## config.mk

```make
export PLATFORM = sky130hd
export DESIGN_NAME = ifetch_queue
export DESIGN_NICKNAME = d
export VERILOG_FILES = /design/src/rtl/ifetch_queue.sv
export SDC_FILE = /design/constraint.sdc
export NUM_CORES = 1
export LEC_CHECK = 0
export BUFFER_PORTS_ARGS = -buffer_cell sky130_fd_sc_hd__buf_2
export CAP_MARGIN = 5
export CORE_MARGIN = 4
export CORE_UTILIZATION = 53
export CTS_CLUSTER_DIAMETER = 60
export CTS_CLUSTER_SIZE = 16
export DETAILED_ROUTE_END_ITERATION = 12
export PLACE_DENSITY = 0.73
export SLEW_MARGIN = 5
export SYNTH_ARGS = -nofsm -noshare
export SYNTH_HDL_FRONTEND = slang
export SYNTH_SLANG_ARGS = --single-unit
```

## constraint.sdc

```tcl
create_clock -name clk -period 1.97 [get_ports clk]
set_clock_uncertainty 0.05 [all_clocks]
set_input_delay 0.197 -clock clk [delete_from_list [all_inputs] [get_ports clk]]
set_output_delay 0.197 -clock clk [all_outputs]
set_load 0.02 [all_outputs]
```

## src/rtl/ifetch_queue.sv

```systemverilog
// ifetch_queue: instruction-fetch front end.
// Owns the fetch PC, issues one-at-a-time irom reads, buffers returned words
// in a small FIFO and hands them to decode over a valid/ready handshake.
// Branch redirects flush the FIFO and drop any in-flight response.
// Optional halt-on-opcode support is enabled by defining IFETCH_HALT_EN.
module ifetch_queue #(
  parameter int                 DWIDTH   = 16,
  parameter int                 AWIDTH   = 12,
  parameter int                 DEPTH    = 4,
  parameter logic [AWIDTH-1:0]  RESET_PC = '0,
  parameter logic [DWIDTH-1:0]  HALT_OP  = 16'hF000
) (
  input  logic              clk,
  input  logic              rst_n,
  input  logic              en_in,
  output logic              rom_ready,
  output logic [AWIDTH-1:0] rom_addr,
  input  logic              rom_valid,
  input  logic [DWIDTH-1:0] rom_data,
  input  logic              redirect,
  input  logic [AWIDTH-1:0] redirect_pc,
  output logic              ins_valid,
  input  logic              ins_ready,
  output logic [DWIDTH-1:0] ins,
  output logic [AWIDTH-1:0] ins_pc,
  output logic              halted
);

  localparam int PW = $clog2(DEPTH);
  localparam int CW = PW + 1;
  localparam logic [CW-1:0] DEPTH_C = CW'(DEPTH);

  localparam logic [1:0] ST_IDLE = 2'd0;
  localparam logic [1:0] ST_REQ  = 2'd1;
  localparam logic [1:0] ST_WAIT = 2'd2;

`ifdef IFETCH_HALT_EN
  localparam logic HALT_EN = 1'b1;
`else
  localparam logic HALT_EN = 1'b0;
`endif

  logic [1:0]        state_r, state_nx_s;
  logic              drop_r, drop_nx_s;
  logic [AWIDTH-1:0] pc_r;
  logic [CW-1:0]     count_r, count_nx_s, count_base_s;
  logic [PW-1:0]     rd_ptr_r, wr_ptr_r;
  logic [DWIDTH-1:0] data_mem_r [DEPTH];
  logic [AWIDTH-1:0] pc_mem_r   [DEPTH];
  logic              halted_r;

  logic rsp_s, push_s, pop_s, halt_hit_s, halt_block_s, issue_ok_s;

  // A response only counts while waiting; it is enqueued unless stale or
  // overridden by a redirect in the same cycle.
  assign rsp_s        = (state_r == ST_WAIT) && rom_valid;
  assign push_s       = rsp_s && !drop_r && !redirect;
  assign pop_s        = ins_valid && ins_ready && !redirect;
  assign halt_hit_s   = HALT_EN && push_s && (rom_data == HALT_OP);
  assign halt_block_s = redirect ? 1'b0 : (halted_r || halt_hit_s);
  // Occupancy seen by the next request: the word arriving now already owns
  // its slot, a redirect empties the queue. Pops are not credited.
  assign count_base_s = redirect ? '0 : (count_r + {{PW{1'b0}}, push_s});
  assign issue_ok_s   = en_in && !halt_block_s && (count_base_s < DEPTH_C);

  assign rom_ready = (state_r == ST_REQ);
  assign rom_addr  = pc_r;
  assign ins_valid = (count_r != '0);
  assign ins       = data_mem_r[rd_ptr_r];
  assign ins_pc    = pc_mem_r[rd_ptr_r];
  assign halted    = halted_r;

  // Fetch FSM next state and stale-response flag.
  always_comb begin
    state_nx_s = state_r;
    drop_nx_s  = drop_r;
    case (state_r)
      ST_IDLE: begin
        if (issue_ok_s) state_nx_s = ST_REQ;
        else            state_nx_s = ST_IDLE;
      end
      ST_REQ: begin
        state_nx_s = ST_WAIT;
        drop_nx_s  = redirect;
      end
      ST_WAIT: begin
        if (rsp_s) begin
          drop_nx_s = 1'b0;
          if (issue_ok_s) state_nx_s = ST_REQ;
          else            state_nx_s = ST_IDLE;
        end else if (redirect) begin
          drop_nx_s  = 1'b1;
          state_nx_s = ST_WAIT;
        end else begin
          drop_nx_s  = drop_r;
          state_nx_s = ST_WAIT;
        end
      end
      default: begin
        state_nx_s = ST_IDLE;
        drop_nx_s  = 1'b0;
      end
    endcase
  end

  // FIFO occupancy after this cycle's flush, push and pop.
  always_comb begin
    count_nx_s = count_r;
    if (redirect)              count_nx_s = '0;
    else if (push_s && !pop_s) count_nx_s = count_r + CW'(1);
    else if (!push_s && pop_s) count_nx_s = count_r - CW'(1);
    else                       count_nx_s = count_r;
  end

  // FSM, PC and halt state registers.
  always_ff @(posedge clk or negedge rst_n) begin
    if (!rst_n) begin
      state_r  <= ST_IDLE;
      drop_r   <= 1'b0;
      pc_r     <= RESET_PC;
      halted_r <= 1'b0;
    end else begin
      state_r <= state_nx_s;
      drop_r  <= drop_nx_s;
      if (redirect)    pc_r <= redirect_pc;
      else if (push_s) pc_r <= pc_r + AWIDTH'(1);
      if (redirect)        halted_r <= 1'b0;
      else if (halt_hit_s) halted_r <= 1'b1;
    end
  end

  // FIFO storage, pointers and count.
  always_ff @(posedge clk or negedge rst_n) begin
    if (!rst_n) begin
      rd_ptr_r <= '0;
      wr_ptr_r <= '0;
      count_r  <= '0;
      for (int i = 0; i < DEPTH; i++) begin
        data_mem_r[i] <= '0;
        pc_mem_r[i]   <= '0;
      end
    end else begin
      count_r <= count_nx_s;
      if (redirect) begin
        rd_ptr_r <= '0;
        wr_ptr_r <= '0;
      end else begin
        if (push_s) begin
          data_mem_r[wr_ptr_r] <= rom_data;
          pc_mem_r[wr_ptr_r]   <= pc_r;
          wr_ptr_r             <= wr_ptr_r + PW'(1);
        end
        if (pop_s) rd_ptr_r <= rd_ptr_r + PW'(1);
      end
    end
  end

endmodule

```

After elaboration in Yosys (flattened, before gate mapping)
Cells that the tools add are included.
{"block": "classes", "n_addsub": 6, "magnitude_cmp": 4, "n_eq_ne": 3, "muxes": 29, "n_bitwise": 4, "reduce_logical": 22}
{"op": "$bwmux W64", "count": 1}
{"op": "$mux W12", "count": 5}
{"op": "$bwmux W48", "count": 1}
{"op": "$mux W16", "count": 3}
{"op": "$bmux W16 S2", "count": 1}
{"op": "$demux W16 S2", "count": 1}
{"op": "$bmux W12 S2", "count": 1}
{"op": "$demux W12 S2", "count": 1}
{"op": "$add A12 B1 Y12 const B", "count": 1}
{"op": "$mux W3", "count": 4}
{"op": "$logic_and A1 B1 Y1", "count": 10}
{"op": "$mux W2", "count": 5}
{"op": "$ge A3 B3 Y1 const B", "count": 2}
{"op": "$not A2 Y3", "count": 2}
{"op": "$pmux W2 S3", "count": 1}
{"op": "$reduce_bool A3 Y1", "count": 2}
{"op": "$logic_not A1 Y1", "count": 5}
{"op": "$add A2 B1 Y2 const B", "count": 2}
{"op": "$mux W1", "count": 4}
{"op": "$reduce_and A2 Y1", "count": 2}
{"op": "$reduce_bool A2 Y1", "count": 2}
{"op": "$add A3 B1 Y3", "count": 1}
{"op": "$add A3 B1 Y3 const B", "count": 1}
{"op": "$lt A3 B1 Y1 const B", "count": 1}
{"op": "8 further kinds", "count": 9}
{"block": "word_totals", "reg_bits": 135, "out_inout_bits": 43, "wordCells": 83}

Depth between registers and ports, before layout
Gate-level depths: netlist (run 1).
{"block": "depth", "ltp_word": 11, "ltp_mapped": 8, "depth_no_buf": 8}

Least setup slack after synthesis (run 1)
Ideal clock, no wire load.
{"block": "synth_timing", "path_type": "register to register", "startpoint": "register state_r[0]", "endpoint": "register data_mem_r[10] (netlist name)", "arrival_time_ns": 1.717, "required_time_ns": 1.795, "path_slack_ns": 0.078, "stages_incl_launch_ff": 8, "path_buffers": 1, "synth_period_minus_slack_ns": 1.892, "path_cell_list": "dfrtp_1 -> inv_1 -> ha_1 -> nand3b_4 -> nor2_8 -> nand2_8 -> buf_12 -> mux2_4"}
{"block": "synth_between", "elab_chain_cells": 5}
{"item": "start: declaration", "line_no": "43", "text": "logic [1:0] state_r, state_nx_s;"}
{"item": "start signal: assignment", "line_no": "123", "text": "state_r <= state_nx_s;"}
{"item": "$eq A2 B2 Y1", "line_no": "56", "text": "assign rsp_s = (state_r == ST_WAIT) && rom_valid;"}
{"item": "$logic_and A1 B1 Y1", "line_no": "56"}
{"item": "$logic_and A1 B1 Y1 (2 in series)", "line_no": "57", "text": "assign push_s = rsp_s && !drop_r && !redirect;"}
{"item": "$reduce_and A2 Y1 (no source line)"}
{"item": "end signal: indexed assignment", "line_no": "149", "text": "data_mem_r[wr_ptr_r] <= rom_data;"}
{"item": "end: declaration", "line_no": "48", "text": "logic [DWIDTH-1:0] data_mem_r [DEPTH];"}
Every way passes these cells.
A chain may end at the register's enable or synchronous reset.

Worst setup path in the final report (run 1)
{"block": "layout_timing", "startpoint": "register rd_ptr_r[0]", "endpoint": "output ins_pc[8]"}
{"block": "layout_between", "elab_chain_cells": 4}
{"item": "start: declaration", "line_no": "47", "text": "logic [PW-1:0] rd_ptr_r, wr_ptr_r;"}
{"item": "start signal: assignment", "line_no": "153", "text": "if (pop_s) rd_ptr_r <= rd_ptr_r + PW'(1);"}
{"item": "$not A2 Y3 (not written as such)", "line_no": "70", "text": "assign ins_pc = pc_mem_r[rd_ptr_r];"}
{"item": "$bmux W12 S2", "line_no": "70"}
{"item": "$mux W12 (not written as such) (2 in series)", "line_no": "70"}
{"item": "end: declaration", "line_no": "25", "text": "output logic [AWIDTH-1:0] ins_pc,"}
Every way passes these cells. The select of a mux whose other input is x is not followed.

==> results of run 1 <==
[timing repair]
action                                 CTS  global route
buffers inserted                         3             1
setup endpoints to repair              123            31
cloned                                   0             1
hold buffers                            17             0
endpoints found under the hold margin   59             0
pin swaps                                0             1
resized for setup                       21             6
[area by class of cell]
class                           count  area (µm²)  share of cell area
Multi-Input combinational cell    248        3040               0.371
Inverter                            8        30.0             0.00366
Clock buffer                       23         488              0.0596
Tap cell                          168         210              0.0257
Sequential cell                   135        3380               0.412
Clock inverter                      8         168              0.0205
Timing Repair Buffer              118         878               0.107
[state kept, by name, summed over array words and instances, names as in the netlist]
name and count:
count_r 3, data_mem_r 64, drop_r 1, halted 1, pc_mem_r 48, rd_ptr_r 2
rom_addr 12, state_r 2, wr_ptr_r 2
[through the flow]
stage / TNS (ns) / cells / setup WS [ns] / area [µm²] / utilization
global placement: 0 / 655 / 0.0546 / 7220 / 0.596
detailed placement: -0.0144 / 655 / -0.00371 / 7220 / 0.596
floorplan: 0 / 413 / 0.0778 / 6640 / -
finish: -0.699 / 708 / -0.0592 / 8190 / 0.677
global route: -2.33 / 708 / -0.112 / 8190 / 0.677
CTS: -0.872 / 706 / -0.0751 / 8150 / 0.673
[cell usage in the layout, fill, tap and decap left out, types with 2 or more instances in the layout]
master,count
nor4_1,3
nand4_1,2
clkbuf_8,4
mux2i_1,2
ha_1,8
nor2_1,8
nand2_1,18
buf_4,20
dfrtp_1,134
nor2b_1,2
nor3_1,5
mux2_4,80
dlygate4sd3_1,17
mux4_2,28
clkbuf_1,2
clkbuf_16,17
xnor2_1,10
clkinv_2,2
buf_2,65
mux2_2,34
xor2_1,6
buf_6,10
nor3_2,2
bufinv_16,5
inv_1,7
a21oi_1,2
nand2_8,4
nand3_1,4
o21ai_0,10
o21ai_1,2
buf_12,6
[cell families (layout without fill, tap and decap cells)]
family / after synthesis / count (layout)
multiplexers: 144 / 144
flip-flops: 135 / 135
AND/OR/NAND/NOR: 58 / 59
buffers and inverters: 31 / 157
AO/OA/AOI/OAI: 19 / 19
XOR/XNOR: 16 / 16
adder cells (fa/ha/maj): 10 / 10
[worst max path at each step]
stage,from,to,slack (ns),cells past startpoint
after CTS,rd_ptr_r[0]$_DFFE_PN0P_,ins_pc[8],-0.08,4
after detailed placement,state_r[0]$_DFF_PN0_,data_mem_r[28]$_DFFE_PN0P_,-0.004,6
final,rd_ptr_r[0]$_DFFE_PN0P_,ins_pc[8],-0.06,4
after global placement,state_r[0]$_DFF_PN0_,data_mem_r[26]$_DFFE_PN0P_,0.05,6
after floorplan,state_r[0]$_DFF_PN0_,data_mem_r[10]$_DFFE_PN0P_,0.08,7
after global routing,rd_ptr_r[0]$_DFFE_PN0P_,ins_pc[8],-0.11,4
[per-layer routing]
layer  GRT usage  vias to the layer above
met4      0.0694                        0
li1            -                     1725
met3      0.0542                       17
met1       0.257                     2013
met5           0                        -
met2       0.318                       86
[where the power goes]
group | internal, mW | total (mW) | switching [mW]
Combinational | 2.27 | 4.13 | 1.86
Clock | 2.37 | 3.53 | 1.16
Sequential | 3.44 | 3.88 | 0.441
Total | 8.07 | 11.5 | 3.47
==> key figures, run 1 <==
Run status
  – Status: complete, but fails checks
  – Violated checks: negative setup slack

Yosys
  – EDFF count, synth: 0
  – Synth unique cells: 40
  – Sequential-to-total area share from yosys stat: 0.509
  – Synth Area per Inst: 16.1 µm²
  – Post-Synth XOR/XNOR Area: 0.0211
  – Yosys reg bits: 135
  – Synth Area in Compound Gates: 0.0164
  – Area fraction of the dominant cell type after synthesis: 0.509
  – Synth Area in Simple Gates: 0.0581
  – Synth area leaders: dfrtp_1, mux2_4, mux4_2
  – Synth Area in Adders: 0.0200
  – Commonest cells in the netlist: dfrtp_1, mux2_4, mux2_2
  – Syn Inst Count: 413
  – Post-synthesis mux area share: 0.337
  – Mapped Area: 0.00664 mm²
  – Cell taking the most area after synthesis: dfrtp_1
  – Synth async-reset ratio: 1.00
  – Combinational family with the most area after synthesis: multiplexers
  – Dominant synthesized flop cell: dfrtp_1
  – Most frequent cell after synthesis: dfrtp_1
  – Yosys warns: 0
  – Mapped Nets: 457

Die
  – Initial Util: 0.548
  – Chip width: 120 µm
  – Top Ports: 77
  – Num rows: 40
  – Core ar.: 0.0121 mm²
  – DIE AREA: 0.0144 mm²
  – Die Ht: 120 µm

Detailed routing
  – Vias post-DR: 3,841
  – DR WL met3: 624 µm
  – Vias per inst: 5.43
  – Final WL: 13.6 mm
  – Routed wire per std cell: 19.3 µm
  – Pre-antenna DRT Iters: 4
  – Top Layer Used: met4
  – Antenna Violating Nets Remaining: 0
  – WL met1: 6.04 mm
  – Met2 WL post-DR: 6.78 mm
  – # DRC: 0
  – Initial DRC count: 269

Critical path
  – Crit start category: flop
  – Top cell by count, worst path: buf_12
  – Crit-path cells: buf_12 -> buf_12 -> mux4_2 -> buf_6
  – R2R depth: 6
  – Buffers & Inverters on Critical Path: 3
  – CP max-delay cell: mux4_2
  – Crit end category: output port
  – WP data arrival: 1.78 ns
  – Worst reg2reg startpoint: state_r[0]$_DFF_PN0_
  – Top Family by Delay on Critical Path: multiplexers
  – Max incr delay on CP: 0.54 ns
  – CP max FO: 6
  – R2R setup slack: 0.07 ns
  – Worst EP required: 1.72 ns
  – R2R Path End: data_mem_r[56]$_DFFE_PN0P_
  – CP Class: flop to output port

Placed design
  – Post-detail-place hpwl: 8.41 mm
  – Number of port buffers: 76
  – GPL Wtd Cong: 0.782

Clocking
  – CTS tree: yes
  – Number of buffers created by CTS: 17
  – Clk sinks: 135
  – Clock Path Buffers: 2
  – Worst skew pair latency: 0.43 ns
  – Clk slew on worst S/H paths: 0.05 ns
  – CTS H-tree lvls: 4
  – Root Driver: clkbuf_16

Timing
  – Worst hold margin: 0.00830 ns
  – Tmin final: 2.03 ns
  – Final slew viol count: 0
  – Setup violators final: 27
  – Worst Slack Setup Final: -0.0592 ns
  – Final Hold Viols: 0
  – Fin crit share: 1.03
  – Fmax: 493 MHz
  – RSZ-0062 raised after global routing: true
  – Relative slew slack: 0.620
  – Worst-Margin Slew: 0.570 ns

Global routing
  – First-pass GRT wire length: 21.9 mm
  – Vias in the first global route: 4,230
  – Initial antenna violation count: 0
  – Gr ovfl total: 0
  – GRT Overall Usage: 0.197
  – Largest net degree at the start of global routing: 62

Worst hold path
  – Hold Crit Class: input port to flop
  – Hold EP: data_mem_r[41]$_DFFE_PN0P_
  – Hold Path Cell Cnt: 2
  – Hold path start: rom_data[9]

Power and ir drop
  – Power, Total: 11.5 mW
  – Maximum vdd drop: 646 µV
  – Lkg Pwr: 4.10 nW
  – PwrDens: 1410 mW/mm²

Layout
  – Layout cells sized above 1: 0.535
  – Area Growth Syn to Fin: 23.4%
  – Layout fillers: 869
  – Nets@finish: 572
  – Diode count: 0

Run
  – MaxCap Viol Count: 0
Note: power is estimated with default switching activity, not from simulation.
==> run 2: changes to the inputs <==
--- a/config.mk
+++ b/config.mk
@@ -8,11 +8,11 @@
 export BUFFER_PORTS_ARGS = -buffer_cell sky130_fd_sc_hd__buf_2
 export CAP_MARGIN = 5
 export CORE_MARGIN = 4
-export CORE_UTILIZATION = 53
+export CORE_UTILIZATION = 45
 export CTS_CLUSTER_DIAMETER = 60
 export CTS_CLUSTER_SIZE = 16
 export DETAILED_ROUTE_END_ITERATION = 12
-export PLACE_DENSITY = 0.73
+export PLACE_DENSITY = 0.64
 export SLEW_MARGIN = 5
 export SYNTH_ARGS = -nofsm -noshare
 export SYNTH_HDL_FRONTEND = slang
==> run 2 against run 1 <==
Compared with the run above: the run still ends with negative setup slack left; global-route usage is 2.6 points lower; setup slack better by 0.0027 ns; critical path depth stayed put; worst hold slack better by 0.012 ns; flip-flop and latch count stayed put; final cell count is 2.7% higher; non-clock buffer count is 2 higher; power is 4.1% lower; combinational power is 4% higher; sequential share of layout area hardly changed.
==> key figures, run 2 (synthesis gave the netlist of run 1 again) <==
Detailed routing
  – Pre-antenna DRT Iters: 4
  – Vias per inst: 5.28
  – Vias post-DR: 3,841
  – Initial DRC count: 220
  – Final WL: 13.9 mm
  – Antenna Violating Nets Remaining: 0
  – # DRC: 0
  – Routed wire per std cell: 19.2 µm

Timing
  – Tmin final: 2.03 ns
  – Worst-Margin Slew: 0.467 ns
  – Relative slew slack: 0.689
  – Worst Slack Setup Final: -0.0564 ns
  – Fmax: 493 MHz
  – RSZ-0062 raised after global routing: true
  – Final slew viol count: 0
  – Setup violators final: 20
  – Worst hold margin: 0.0208 ns
  – Final Hold Viols: 0
  – Fin crit share: 1.03

Run status
  – Status: complete, but fails checks
  – Violated checks: negative setup slack

Layout
  – Register Area: 0.00338 mm²
  – Area Growth Syn to Fin: 23.6%
  – Layout fillers: 1,155
  – Layout cells sized above 1: 0.541
  – Final instance area: 0.00820 mm²
  – Biggest register: data_mem_r
  – Commonest non-fill, non-tap cell in the layout: dfrtp_1
  – Area of the multi-input gates: 0.00309 mm²
  – Max reg flops: 64
  – Diode count: 0
  – Most frequent cells in the layout: dfrtp_1, mux2_4, buf_2, mux2_2, mux4_2
  – Nets@finish: 577

Critical path
  – CP Class: flop to output port
  – Crit end category: output port
  – Max incr delay on CP: 0.54 ns
  – CP max FO: 7
  – Crit start category: flop
  – Top cell by count, worst path: buf_12
  – Worst EP required: 1.72 ns
  – Buffers & Inverters on Critical Path: 3
  – WP data arrival: 1.78 ns
  – Top Family by Delay on Critical Path: multiplexers
  – Crit-path cells: buf_12 -> buf_12 -> mux4_2 -> buf_6
  – CP max-delay cell: mux4_2

Die
  – Chip width: 129 µm
  – Top Ports: 77
  – Initial Util: 0.458
  – DIE AREA: 0.0168 mm²
  – Core ar.: 0.0145 mm²
  – Num rows: 44
  – Die Ht: 129 µm

Clocking
  – CTS tree: yes
  – Worst skew pair latency: 0.41 ns
  – Root Driver: clkbuf_16
  – Clk sinks: 135
  – Clk slew on worst S/H paths: 0.05 ns
  – CTS H-tree lvls: 4
  – Number of buffers created by CTS: 17
  – Clock Path Buffers: 2

Power and ir drop
  – Lkg Pwr: 4.06 nW
  – Maximum vdd drop: 846 µV
  – PwrDens: 1350 mW/mm²

Placed design
  – Post-detail-place hpwl: 8.50 mm
  – Area after DPL: 0.00723 mm²
  – Number of port buffers: 76
  – GPL Wtd Cong: 0.749

Global routing
  – GRT Overall Usage: 0.170
  – Initial antenna violation count: 0
  – First-pass GRT wire length: 22.0 mm
  – Gr ovfl total: 0
  – Vias in the first global route: 4,181
  – Largest net degree at the start of global routing: 79

Run
  – MaxCap Viol Count: 0

Worst hold path
  – Hold Crit Class: input port to flop
[run 2: cell types whose count changed in the layout (fill, tap and decap cells not counted), moves of 3 or more]
cell / delta
buf_6: +5
nand2_8: +4
buf_2: -4
buf_4: +4
bufinv_16: -5
dlygate4sd3_1: -4
clkbuf_8: +3
[run 2: worst paths after layout]
check,from,to,slack [ns],depth (start not counted)
max,rd_ptr_r[0]$_DFFE_PN0P_,ins_pc[8],-0.06,4
min,rom_data[1],data_mem_r[49]$_DFFE_PN0P_,0.02,2
max reg2reg,state_r[1]$_DFF_PN0_,count_r[2]$_DFFE_PN0P_,0.09,7
min reg2reg,data_mem_r[1]$_DFFE_PN0P_,data_mem_r[1]$_DFFE_PN0P_,0.45,1
max in group asynchronous,rst_n,rd_ptr_r[0]$_DFFE_PN0P_,0.96,3
min in group asynchronous,rst_n,data_mem_r[21]$_DFFE_PN0P_,0.15,2
[run 2: final cells by class]
class | count | share of cell area
Inverter | 8 | 0.00366
Tap cell | 184 | 0.0281
Multi-Input combinational cell | 251 | 0.377
Sequential cell | 135 | 0.412
Clock inverter | 3 | 0.00183
Timing Repair Buffer | 120 | 0.113
Clock buffer | 26 | 0.0645
[run 2: layer usage]
layer	GRT usage	vias up	wire, µm
met5	0	-	0
met1	0.225	2011	6430
li1	-	1743	-
met3	0.0453	16	554
met4	0.0532	0	184
met2	0.278	71	6780
[run 2: power by group]
part / total [mW] / internal, mW / switching (mW)
Clock: 2.89 / 1.82 / 1.07
Combinational: 4.30 / 2.39 / 1.92
Sequential: 3.88 / 3.44 / 0.438
Total: 11.1 / 7.64 / 3.43
[run 2: timing repair]
item,CTS,global route
hold buffers,13,0
pin swaps,0,5
gates cloned,0,5
gates resized for setup,2,37
setup buffers,2,4
endpoints found under the hold margin,111,0
endpoints found under the setup margin,90,142
[run 2: through the flow]
stage | setup TNS, ns | util | cells | setup WS (ns) | power, mW
floorplan | 0 | - | 413 | 0.0778 | 6.53
global placement | 0 | 0.500 | 674 | 0.0542 | 7.59
detailed placement | 0 | 0.500 | 674 | 0.00755 | 7.68
CTS | -1.28 | 0.548 | 718 | -0.0878 | 10.7
global route | -2.13 | 0.567 | 727 | -0.124 | 11.6
finish | -0.635 | 0.567 | 727 | -0.0564 | 11.1
==> run 3: changes to the inputs <==
==> constraint.sdc (replaced) <==
create_clock -name clk -period 1.8 [get_ports clk]
set_clock_uncertainty 0.05 [all_clocks]
set_input_delay 0.18 -clock clk [delete_from_list [all_inputs] [get_ports clk]]
set_output_delay 0.18 -clock clk [all_outputs]
set_load 0.02 [all_outputs]
==> run 3 against run 2 <==
Compared with the run above: the run still ends with negative setup slack left; design area grew 6.8%; global-route usage grew 0.81 points; sequential share of layout area shrank 2.6 points; flip-flop and latch count is the same; die area is the same; utilization grew 3.8 points; non-clock buffer count grew 31; critical path type unchanged; largest cell class unchanged; largest power group unchanged.
==> key figures, run 3 (synthesis gave the netlist of run 1 again) <==
Layout
  – Non-filler cells in the finished layout: 760
  – Biggest register: data_mem_r
  – Diode count: 0
  – Max reg flops: 64
  – Nets@finish: 607
  – Most frequent cells in the layout: dfrtp_1, mux2_4, buf_2, mux2_2, buf_4
  – Layout cells sized above 1: 0.557
  – Commonest non-fill, non-tap cell in the layout: dfrtp_1
  – Area Growth Syn to Fin: 31.9%

Clocking
  – Clk slew on worst S/H paths: 0.06 ns
  – Clk sinks: 135
  – Root Driver: clkbuf_16
  – CTS H-tree lvls: 4
  – Worst skew pair latency: 0.42 ns
  – Number of buffers created by CTS: 17
  – CTS tree: yes
  – Clock Path Buffers: 2

Run status
  – Violated checks: negative setup slack
  – Status: complete, but fails checks

Timing
  – Setup violators final: 29
  – Final Hold Viols: 0
  – Worst Slack Setup Final: -0.227 ns
  – Relative slew slack: 0.693
  – Worst hold margin: 0.0280 ns
  – Worst-Margin Slew: 0.460 ns
  – RSZ-0062 raised after global routing: true
  – Fmax: 493 MHz
  – Final slew viol count: 0
  – Tmin final: 2.03 ns
  – Setup TNS: -5.21 ns
  – Fin crit share: 1.13

Placed design
  – Placed cell count: 686
  – Number of port buffers: 76
  – GPL Wtd Cong: 0.805
  – Pre-CTS setup slack: -0.0652 ns
  – Post-detail-place hpwl: 8.89 mm

Die
  – Num rows: 44
  – Die Ht: 129 µm
  – Initial Util: 0.458
  – Chip width: 129 µm
  – Top Ports: 77
  – DIE AREA: 0.0168 mm²
  – Core ar.: 0.0145 mm²

Critical path
  – Crit start category: flop
  – Crit end category: output port
  – CP Class: flop to output port
  – WP data arrival: 1.80 ns
  – Worst EP required: 1.57 ns
  – CP max FO: 8

Global routing
  – Vias in the first global route: 4,339
  – Gr ovfl total: 0
  – First-pass GRT wire length: 23.0 mm
  – Largest net degree at the start of global routing: 45
  – GRT Overall Usage: 0.179
  – Initial antenna violation count: 0

Power and ir drop
  – Lkg Pwr: 4.30 nW
  – Power, Total: 13.1 mW
  – PwrDens: 1490 mW/mm²
  – Maximum vdd drop: 811 µV

Detailed routing
  – Vias post-DR: 3,950
  – # DRC: 0
  – Pre-antenna DRT Iters: 4
  – Vias per inst: 5.20
  – Initial DRC count: 190
  – Antenna Violating Nets Remaining: 0
  – Final WL: 14.6 mm
  – Routed wire per std cell: 19.2 µm

Run
  – MaxCap Viol Count: 0

Worst hold path
  – Hold Crit Class: input port to flop
==> run 3: cell count changes in the layout (fill, tap and decap cells not counted), sizes merged <==
cell,change
buf,+13
bufinv,+2
clkinv,+2
nand2,-1
clkbuf,+1
dlygate4sd3,+16
==> run 3: layout make-up <==
cell class                 count  area [µm²]
sequential                   135        3380
tap                          184         230
timing repair buffer         151        1360
clock buffer                  25         526
inverter                       8        30.0
clock inverter                 7        88.8
multi-input combinational    250        3140
fill                        1084        5720
==> run 3: power breakdown <==
group | total [mW] | switching (mW) | internal, mW
sequential | 4.20 | 0.437 | 3.76
clock | 3.55 | 1.26 | 2.29
combinational | 5.32 | 2.28 | 3.03
==> run 3: critical path: stages, from the launching register on <==
cell	delay [ns]
dfrtp_2	0.38
buf_12	0.15
buf_12	0.14
mux4_2	0.54
buf_6	0.15
==> run 3: timing repair <==
item	CTS	global route
gates cloned	1	5
gates resized for setup	23	47
setup buffers	3	4
pin swaps	4	4
endpoints found under the hold margin	112	0
endpoints found under the setup margin	115	117
hold buffers	29	0
==> run 3: final timing paths <==
kind,slack (ns),depth (start not counted),to,start
min in group asynchronous,0.21,2,data_mem_r[57]$_DFFE_PN0P_,rst_n
hold reg to reg,0.45,1,data_mem_r[31]$_DFFE_PN0P_,data_mem_r[31]$_DFFE_PN0P_
setup reg to reg,0,8,pc_mem_r[13]$_DFFE_PN0P_,state_r[0]$_DFF_PN0_
setup / recovery,-0.23,4,ins_pc[3],rd_ptr_r[0]$_DFFE_PN0P_
max in group asynchronous,0.86,3,data_mem_r[16]$_DFFE_PN0P_,rst_n
hold / removal,0.03,2,wr_ptr_r[1]$_DFFE_PN0P_,redirect
==> run 3: through the flow <==
step | area (µm²) | utilization
2_1_floorplan | 6650 | -
4_1_cts | 8440 | 0.583
3_5_place_dp | 7410 | 0.512
6_report | 8760 | 0.605
5_1_grt | 8760 | 0.605
3_3_place_gp | 7410 | 0.512
==> run 3: routing by layer <==
layer	routed length, µm	GRT usage	vias to the layer above
met5	0	0	-
met4	191	0.0495	0
met3	677	0.0499	17
met2	6950	0.285	90
met1	6760	0.242	2043
li1	-	-	1800
